`config.mk`:
```
export PLATFORM = sky130hd
export DESIGN_NAME = wb_demux_2_32b
export DESIGN_NICKNAME = d
export VERILOG_FILES = /design/src/rtl/wb_demux_2_32b_pkg.sv /design/src/rtl/wb_demux_2_32b_demux_slot.sv /design/src/rtl/wb_demux_2_32b.sv
export SDC_FILE = /design/constraint.sdc
export NUM_CORES = 1
export LEC_CHECK = 0
export ABC_CLOCK_PERIOD_IN_PS = 2000
export CAP_MARGIN = 20
export CORE_ASPECT_RATIO = 1.1
export CORE_UTILIZATION = 41
export CTS_CLUSTER_SIZE = 12
export DETAILED_ROUTE_END_ITERATION = 7
export GPL_TIMING_DRIVEN = 0
export PLACE_DENSITY = 0.76
export SLEW_MARGIN = 20
export SYNTH_ARGS = -nofsm -noshare
export SYNTH_HDL_FRONTEND = slang
export SYNTH_HIERARCHICAL = 1
export SYNTH_SLANG_ARGS = --single-unit
```
`constraint.sdc`:
```
create_clock -name clock -period 2 [get_ports clock]
set_input_delay 0.3 -clock clock [delete_from_list [all_inputs] [get_ports clock]]
set_output_delay 0.3 -clock clock [all_outputs]
set_load 0.01 [all_outputs]
```
`src/rtl/wb_demux_2_32b_pkg.sv`:
```
// Shared processor constants: default result/destination widths and the hard-wired zero register.
package wb_demux_2_32b_pkg;

    localparam int unsigned DATA_W_DEF = 32;
    localparam int unsigned DEST_W_DEF = 5;
    localparam int unsigned REG_ZERO   = 0;
    localparam logic [7:0]  DROP_MAX   = 8'hFF;

endpackage

```
`src/rtl/wb_demux_2_32b_demux_slot.sv`:
```
// One-entry holding slot for a demux output port; load wins over drain so fill+drain never bubbles.
// Latency 1 from load to valid; backpressure is handled by the parent via valid/ready.
module demux_slot
    import wb_demux_2_32b_pkg::*;
#(
    parameter int unsigned DATA_W = DATA_W_DEF,
    parameter int unsigned DEST_W = DEST_W_DEF
) (
    input  logic              clock,
    input  logic              reset,
    input  logic              load,
    input  logic              drain,
    input  logic [DATA_W-1:0] load_data,
    input  logic [DEST_W-1:0] load_dest,
    output logic              valid,
    output logic [DATA_W-1:0] data,
    output logic [DEST_W-1:0] dest
);

    always_ff @(posedge clock) begin
        if (reset) begin
            valid <= 1'b0;
            data  <= '0;
            dest  <= '0;
        end else if (load) begin
            valid <= 1'b1;
            data  <= load_data;
            dest  <= load_dest;
        end else if (drain) begin
            valid <= 1'b0;
        end
    end

endmodule

```
`src/rtl/wb_demux_2_32b.sv`:
```
// Routes a writeback result to one of two held output ports; writes to $0 on port 0 are dropped and counted.
// Latency 1; in_ready reflects only the selected slot, which frees up in the same cycle it is drained.
module wb_demux_2_32b
    import wb_demux_2_32b_pkg::*;
#(
    parameter int unsigned DATA_W = DATA_W_DEF,
    parameter int unsigned DEST_W = DEST_W_DEF
) (
    input  logic              clock,
    input  logic              reset,
    input  logic              in_valid,
    output logic              in_ready,
    input  logic              in_sel,
    input  logic [DATA_W-1:0] in_data,
    input  logic [DEST_W-1:0] in_dest,
    output logic              out0_valid,
    input  logic              out0_ready,
    output logic [DATA_W-1:0] out0_data,
    output logic [DEST_W-1:0] out0_dest,
    output logic              out1_valid,
    input  logic              out1_ready,
    output logic [DATA_W-1:0] out1_data,
    output logic [DEST_W-1:0] out1_dest,
    output logic [7:0]        drop_cnt
);

    logic accept;
    logic drop_zero;
    logic load0;
    logic load1;
    logic drain0;
    logic drain1;

    assign in_ready  = in_sel ? (!out1_valid || out1_ready) : (!out0_valid || out0_ready);
    assign accept    = in_valid && in_ready;
    // $0 only exists on the register-file side (port 0); port 1 forwards it untouched.
    assign drop_zero = accept && !in_sel && (in_dest == DEST_W'(REG_ZERO));
    assign load0     = accept && !in_sel && !drop_zero;
    assign load1     = accept && in_sel;
    assign drain0    = out0_valid && out0_ready;
    assign drain1    = out1_valid && out1_ready;

    demux_slot #(.DATA_W(DATA_W), .DEST_W(DEST_W)) u_slot0 (
        .clock     (clock),
        .reset     (reset),
        .load      (load0),
        .drain     (drain0),
        .load_data (in_data),
        .load_dest (in_dest),
        .valid     (out0_valid),
        .data      (out0_data),
        .dest      (out0_dest)
    );

    demux_slot #(.DATA_W(DATA_W), .DEST_W(DEST_W)) u_slot1 (
        .clock     (clock),
        .reset     (reset),
        .load      (load1),
        .drain     (drain1),
        .load_data (in_data),
        .load_dest (in_dest),
        .valid     (out1_valid),
        .data      (out1_data),
        .dest      (out1_dest)
    );

    always_ff @(posedge clock) begin
        if (reset) begin
            drop_cnt <= '0;
        end else if (drop_zero && (drop_cnt != DROP_MAX)) begin
            drop_cnt <= drop_cnt + 8'd1;
        end
    end

endmodule
```
# == Word-level counts from Yosys, hierarchy flattened ==
# Index checks and enable logic that the tools add are counted.
# totals
out_inout_bits,85
in_bits,43
elab_cells,31
register_bits,84
# classes
n_addsub,1
mux,5
reduce_logical,17
eq_ne,1
# ops
cell,n
$add 8x1->8 const B,1
$logic_and 1x1->1,8
$ne 8x8->1 const B,1
$logic_not 5->1,1
$mux 1,5
$logic_not 1->1,4
$reduce_bool 2->1,2
$logic_or 1x1->1,2

# == Logic depth before layout (Yosys ltp) ==
# Gate-level depths: netlist of run 1.
# depth
depth_word,9
ltp_mapped,7
ltp_nobuf,5

# == Cells and area by module ==
# Netlist of run 1, hierarchy kept.
# by_module_without_submodules
module,seq_area_each_um2,area_each_um2,cells_each,instances
demux_slot,760.7,1361.3,123,2
wb_demux_2_32b,160.2,520.5,62,1

# == Worst setup path before layout of run 1 ==
# No wires, ideal clock.
# synth_path
path_kind,reg-to-reg
start,register drop_cnt[0]
end,register drop_cnt[5]
arrival_time_ps,1320
path_slack_ps,554
synth_period_minus_slack_ps,1446
path_stages_with_launch,6
path_buffers,0
cell_sequence,dfxtp_1 > ha_1 > nand3_2 > nor4_4 > or4_1 > a21oi_1
# synth_between
elab_chain_cells,2
elab_cells_between_ends,3
# synth_lines
item,line_no,text
from (decl),wb_demux_2_32b.sv:24,output logic [7:0] drop_cnt
from (signal assigned),wb_demux_2_32b.sv:71,drop_cnt <= drop_cnt + 8'd1;
branches (longest 2 deep; another with $add 8x1->8),-,
# Parallel ways; which one is timed is not known.
# A chain may end at the register's enable or synchronous reset.

# == Worst setup path after layout of run 1 ==
# layout_path
start,input in_dest[1]
end,register drop_cnt[2]
# layout_between
elab_chain_cells,3
# layout_lines
item,line_no,text
from (decl),wb_demux_2_32b.sv:15,"input logic [DEST_W-1:0] in_dest,"
$logic_not 5->1,wb_demux_2_32b.sv:37,assign drop_zero = accept && !in_sel && (in_dest == DEST_W'(REG_ZERO));
$logic_and 1x1->1,wb_demux_2_32b.sv:37,
$logic_and 1x1->1,wb_demux_2_32b.sv:70,end else if (drop_zero && (drop_cnt != DROP_MAX)) begin
# No other way between the ends.

==> qor.txt, run 1 <==
outcome -> completed
multi-input logic area -> 1370 um^2
met2 Resource Use GR -> 34.4%
Ports -> 128
clock-pin transition on the worst setup and hold timing paths -> 0.08 ns
NetSw -> 0.000812 W
DR vias/cell -> 4.78
worst-path fanout max -> 10
remaining global-route overflow -> 0
Tot GR Track Use -> 19.5%
maximum vdd drop -> 0.000354 V
Clock Path Buffers -> 2
CP required -> 2.21 ns
post-CTS setup repair buffer count -> 0
Post-Syn Area -> 3240 um^2
FMAX -> 0.589 GHz
Crit. End Element -> flip-flop
Reg power frac -> 54.2%
Finished Cell Area -> 4780 um^2
Final #Nets -> 489
Antenna diodes -> 0
FILL cells -> 650
RSZ-0062 raised after global routing -> no
ratio of cells with drive above 1 in the final layout -> 7.83%
register area share after synthesis -> 51.9%
Core Area -> 7560 um^2
vias in the first global route -> 2666
first-pass GRT wire length -> 12400 um
#FFs+latches synth -> 84
sw frac -> 24.6%
Post-Route WL -> 7800 um
Post-Route Utilization -> 63.3%
Pre-Repair DR Iteration Count -> 4
Root Buffer -> clkbuf_8
max_cap viols -> 0
syn nets -> 352
Post-Syn Instances -> 308
yosys warns -> 6
Slew headroom -> 64.0%
Initial DRC Count -> 64
final max-slew violation count -> 0
Hold Path Class -> primary input to flip-flop
WL/cell -> 14.1 um
cts bufs inserted -> 9
Crit Path Class -> primary input to flip-flop
Final min period -> 1.70 ns
final hold viol count -> 0
Cell Area, Placed -> 4640 um^2
clk_skew -> 0.00626 ns
P per Cell Area -> 691 nW/um^2
H-tree lvl count -> 3
clock sink count -> 84
Die X -> 86.8 um
clock network power share -> 29.3%
largest net degree at the start of global routing -> 13
Layout area overhead -> 47.5%
DP HPWL -> 5750 um
clk_lat worst skew -> 0.34 ns
met1 usage -> 22.3%
DRT antenna net count -> 0
combinational share of power -> 16.6%
slew of the pin with the lowest slew margin -> 0.541 ns
total chip power -> 0.00331 W
startpoint types -> primary input
# DRC -> 0
DIE AREA -> 8270 um^2
Initial Util -> 42.9%
Placer Congestion -> 0.794
Most Used Layer, Global Route -> met2
WHS -> 0.256 ns
routed vias -> 2638
Die Y -> 95.3 um
P_leak -> 1.80 nW
global routing met3 resource utilization -> 4.76%
initial antenna violation count -> 0
number of hold buffers added after cts -> 0
TritonCTS clock tree -> yes
Reg area -> 1680 um^2
endpoints failing setup -> 0
Critical Path AT -> 1.91 ns
Rows -> 33
Reg2Reg Setup Slack -> 0.39 ns
Distinct cells, synth -> 37
crit share post-route -> 84.9%
cell-internal power -> 0.00249 W
Avg Cell Area, Syn -> 10.5 um^2
Port Buffers -> 126
## timing repair
item                                    in CTS  in global routing
endpoints found under the setup margin       0                  1
endpoints found under the hold margin        0                  0
gates resized for setup                      0                  1
## stage by stage
stage               TNS (ns)  std cells  worst slack, ns
CTS                        0        552           0.0106
global route               0        552            0.164
finish                     0        552            0.302
detailed placement   -0.0906        539          -0.0523
global placement     -0.0629        539          -0.0187
floorplan                  0        308            0.554
## worst paths after layout
path                                       start                to  cells past startpoint
worst max-delay path                  in_dest[1]       drop_cnt[2]                      6
worst max register to register       drop_cnt[1]       drop_cnt[5]                      5
worst min register to register  u_slot1/data[17]  u_slot1/data[17]                      2
worst min-delay path                       reset       drop_cnt[3]                      2
## power groups by stage
stage	Combinational, W	Clock, W	Sequential, W
global placement	0.000548	0	0.00183
CTS	0.000556	0.00101	0.00179
detailed placement	0.000554	0	0.00183
global route	0.000591	0.00108	0.00180
floorplan	0.000219	0	0.00186
finish	0.000548	0.000968	0.00179
## per-layer routing
layer | vias to the layer above | part of all wire [%]
li1 | 1311 | -
met5 | - | 0
met2 | 76 | 49
met3 | 9 | 6.0
met4 | 0 | 1.3
met1 | 1242 | 43
## flip-flops by register name, summed over array words and instances, names as in the netlist
| register | flops |
|---|---|
| drop_cnt | 8 |
| u_slot0/data | 32 |
| u_slot0/dest | 5 |
| u_slot0/valid | 1 |
| u_slot1/data | 32 |
| u_slot1/dest | 5 |
| u_slot1/valid | 1 |
## placed cells by master, fill, tap and decap left out, drive strengths merged, types with 2 or more instances in the layout
master         netlist  routed
nand2b               3       3
o31ai                3       3
nor2                78      78
clkinv               0       2
mux2i               75      75
nor4                 2       2
and2                 2       2
nand3                3       3
buf                 13      13
or4                  3       3
clkdlybuf4s50        0     125
nand2                6       6
clkbuf               5      15
dfxtp               84      84
inv                  7       7
a21oi                9       9
## critical path, cell delays in order
cell,delay (ns)
clkdlybuf4s50_1,0.48
nor3_4,0.24
nand4_2,0.19
buf_2,0.23
o311ai_1,0.34
o41ai_1,0.13
## cells by family (layout without fill, tap and decap cells)
family	count (synthesis)	after routing	share of synthesized area [%]
DFF	84	84	51.9
and+or+nand+nor	105	105	15.3
AOI/OAI and AO/OA	18	18	3.51
buffers and inverters	25	164	5.83
adders and majority gates	1	1	0.386
muxes	75	75	23.1
## synth_stat cells
cell       count  area share [%]
buf_4          2            0.46
nand2b_1       3            0.58
nand3_1        2            0.31
nand2_1        6            0.69
buf_2          5            0.77
or2b_2         1            0.27
a21oi_1        9             1.4
a211oi_1       1            0.23
o31ai_1        3            0.69
nor2_2         1            0.19
nand3_2        1            0.31
buf_12         4             2.5
o21ai_0        1            0.15
or4_1          3            0.69
inv_1          5            0.58
nor2_1        77             8.9
nor4b_1        1            0.27
o41ai_1        1            0.27
nor3_4         1            0.50
o311ai_1       1            0.27
nor2b_2        1            0.27
and4_1         1            0.27
ha_1           1            0.39
a2111oi_1      1            0.31
nor4_1         1            0.19
clkbuf_2       1            0.15
and3_1         1            0.19
inv_2          2            0.23
nor4_4         1            0.66
dfxtp_1       84              52
nand4_2        1            0.39
mux2i_1       75              23
buf_6          2            0.69
or3_1          1            0.19
a31oi_1        1            0.19
and2_1         2            0.39
clkbuf_1       4            0.46
## final cells by class
cell class | count | share of cell area, %
plain buffers | 18 | 3.40
clock buffers | 10 | 2.67
clock inverters | 3 | 0.366
inverters | 7 | 0.549
multi-input cells | 199 | 28.7
flip-flops and latches | 84 | 35.2
well taps | 105 | 2.75
repair buffers | 126 | 26.4
Power figures use the tool's default switching activity.
==> run 2: changes to the inputs <==
Settings changed: ABC_CLOCK_PERIOD_IN_PS 2000 to 1500, CORE_UTILIZATION 41 to 39.
Clock period 2 ns to 1.5 ns, I/O delays scaled along.
==> run 2 against run 1 <==
  * Clock power increased by 74%
  * Non-clock buffer count rose by 13
  * Routed wire length rose by 8.3%
  * Via count rose by 3.7%
  * Cell area increased by 7.9%
  * Global-route usage is 0.10 points higher
  * Worst setup slack worse by 0.29 ns
  * Core utilization grew 1.2 points
  * Clock skew increased by 0.0043 ns
  * Register-to-register slack lost 0.35 ns
  * First-iteration DRC count increased by 22%
  * Sequential share of layout area is 2.3 points lower
  * Highest routed layer unchanged
==> qor.txt, run 2 (same netlist as run 1, synthesis figures left out) <==
maximum vdd drop -> 0.000659 V (+86%)
most frequent cells in the layout -> clkdlybuf4s50_1, dfxtp_1, nor2_1, mux2i_1, dlymetal6s2s_1
hold wc startpoint -> reset
Layout area overhead -> 59.1%
max_cap viols -> 0 (unchanged)
multi-input logic area -> 1450 um^2 (+5.9%)
clk_lat worst skew -> 0.34 ns (about the same)
P per Cell Area -> 937 nW/um^2 (+36%)
most common cell after layout, fill and taps aside -> clkdlybuf4s50_1
crit share post-route -> 99.4%
Ports -> 128 (unchanged)
Final min period -> 1.49 ns
Die X -> 88.9 um (+2.5%)
Root Buffer -> clkbuf_8
first-pass GRT wire length -> 13100 um (+5.4%)
DRT antenna net count -> 0 (unchanged)
Post-Route WL -> 8450 um (+8.3%)
met1 wire length -> 3500 um (+3.4%)
Critical Path AT -> 1.27 ns (-0.64 ns)
Rows -> 34 (+3.0%)
RSZ-0062 raised after global routing -> yes
endpoints failing setup -> 0 (unchanged)
Clock Path Buffers -> 2 (unchanged)
Die Y -> 97.6 um (+2.5%)
Crit Path Class -> flip-flop to primary output
cts bufs inserted -> 9 (unchanged)
R2R depth -> 6 (+1)
outcome -> completed
Pre-Repair DR Iteration Count -> 4 (unchanged)
Finished Cell Area -> 5160 um^2 (+7.9%)
Reg2Reg Setup Slack -> 0.04 ns (-0.35 ns)
Cell Area, Placed -> 4640 um^2 (about the same)
Core Area -> 8000 um^2 (+5.8%)
clk_skew -> 0.0106 ns (+0.00435 ns)
met2 WL -> 4300 um (+12%)
slew of the pin with the lowest slew margin -> 0.583 ns (+0.0422 ns)
P_leak -> 2.43 nW (+35%)
Crit. End Element -> primary output
Port Buffers -> 126 (unchanged)
largest net degree at the start of global routing -> 14 (+1)
Largest regs -> u_slot0/data (32), u_slot1/data (32), drop_cnt (8)
Slew headroom -> 61.1% (-2.8 points)
DR vias/cell -> 4.79 (+0.23%)
Final #Nets -> 502 (+2.7%)
DIE AREA -> 8680 um^2 (+5.0%)
DR WL met3 -> 518 um (+11%)
ratio of cells with drive above 1 in the final layout -> 14.3% (+6.5 points)
Hold Path Class -> primary input to flip-flop
CP required -> 1.27 ns (-0.94 ns)
remaining global-route overflow -> 0 (unchanged)
vias in the first global route -> 2722 (+2.1%)
Initial DRC Count -> 78 (+22%)
FILL cells -> 669 (+2.9%)
clock sink count -> 84 (unchanged)
Sum Neg Setup Slack -> 0 ns (unchanged)
Worst setup startpoint -> u_slot0/valid
TritonCTS clock tree -> yes
Top Metal Used -> met4
start of the worst register-to-register path -> drop_cnt[1]
FMAX -> 0.671 GHz
critical path endpoint -> in_ready
Tot GR Track Use -> 19.6% (+0.10 points)
Placer Congestion -> 0.791 (-0.40%)
startpoint types -> flip-flop
Reg area -> 1690 um^2 (+0.74%)
# DRC -> 0 (unchanged)
worst-path fanout max -> 4 (-6)
DP HPWL -> 5750 um (about the same)
Worst R2R End -> drop_cnt[3]
H-tree lvl count -> 3 (unchanged)
initial antenna violation count -> 1 (+1)
clock-pin transition on the worst setup and hold timing paths -> 0.08 ns (about the same)
final max-slew violation count -> 0 (unchanged)
WL/cell -> 14.8 um (+4.7%)
routed vias -> 2735 (+3.7%)
Initial Util -> 40.6% (-2.4 points)
final hold viol count -> 0 (unchanged)
run 2: changes by cell type in the layout (fill, tap and decap cells not counted), moves of 2 or more:
cell / delta
clkdlybuf4s50_1: -38
dlymetal6s2s_1: +30
buf_4: +10
dlygate4sd2_1: +7
dfxtp_1: -6
dfxtp_2: +4
a21oi_1: -2
bufinv_16: +2
clkbuf_16: +2
dfxtp_4: +2
run 2: layer usage:
layer	vias up	GRT usage [%]
li1	1340	-
met1	1306	23.0
met2	78	33.4
met3	11	5.61
met4	0	6.96
met5	-	0
run 2: layout make-up:
| cell class | instances | share of cell area, % |
|---|---|---|
| diodes | 1 | 0.0485 |
| repair buffers | 139 | 28.6 |
| flip-flops and latches | 84 | 32.8 |
| plain buffers | 18 | 3.27 |
| clock buffers | 10 | 2.47 |
| clock inverters | 5 | 1.50 |
| well taps | 108 | 2.62 |
| inverters | 7 | 0.509 |
| multi-input cells | 199 | 28.2 |
run 2: power by group:
part	leakage (nW)	internal (W)	total [W]	switching, W
Clock	0.102	0.000924	0.00168	0.000755
Combinational	1.64	0.000447	0.000773	0.000326
Sequential	0.689	0.00233	0.00238	0.0000545
Total	2.43	0.00370	0.00484	0.00113
run 2: worst max-delay path, cell delays in order (launching register included):
cell and delay [ns]:
dfxtp_2 0.34, or2b_4 0.29, nor2_1 0.09, a31oi_1 0.04, buf_2 0.16
run 2: how the worst min path moves through the flow:
stage / endpoint / slack, ns / depth (start not counted)
floorplan: u_slot0/data[10] / 0.37 / 2
global placement: u_slot0/data[0] / 0.47 / 2
detailed placement: u_slot0/data[30] / 0.48 / 2
CTS: drop_cnt[4] / 0.15 / 2
global route: drop_cnt[5] / 0.15 / 2
finish: drop_cnt[4] / 0.18 / 2
run 2: stage by stage:
stage          instances  power (W)  utilization, %  hold slack [ns]  setup slack, ns
2_1_floorplan        308    0.00278               -            0.372           0.0543
3_3_place_gp         542    0.00316            58.0            0.473           -0.413
3_5_place_dp         542    0.00318            58.0            0.483           -0.464
4_1_cts              563    0.00485            61.5            0.149         -0.00851
5_1_grt              571    0.00506            64.5            0.151          -0.0479
6_report             571    0.00484            64.5            0.176          0.00886
run 2: timing repair:
item                       CTS  global route
setup endpoints to repair   37            84
gates resized for setup     25            45
pin swaps                    4             6
gates cloned                 0             2
setup buffers                6             5
hold buffers                 0             0
hold endpoints to repair     0             0
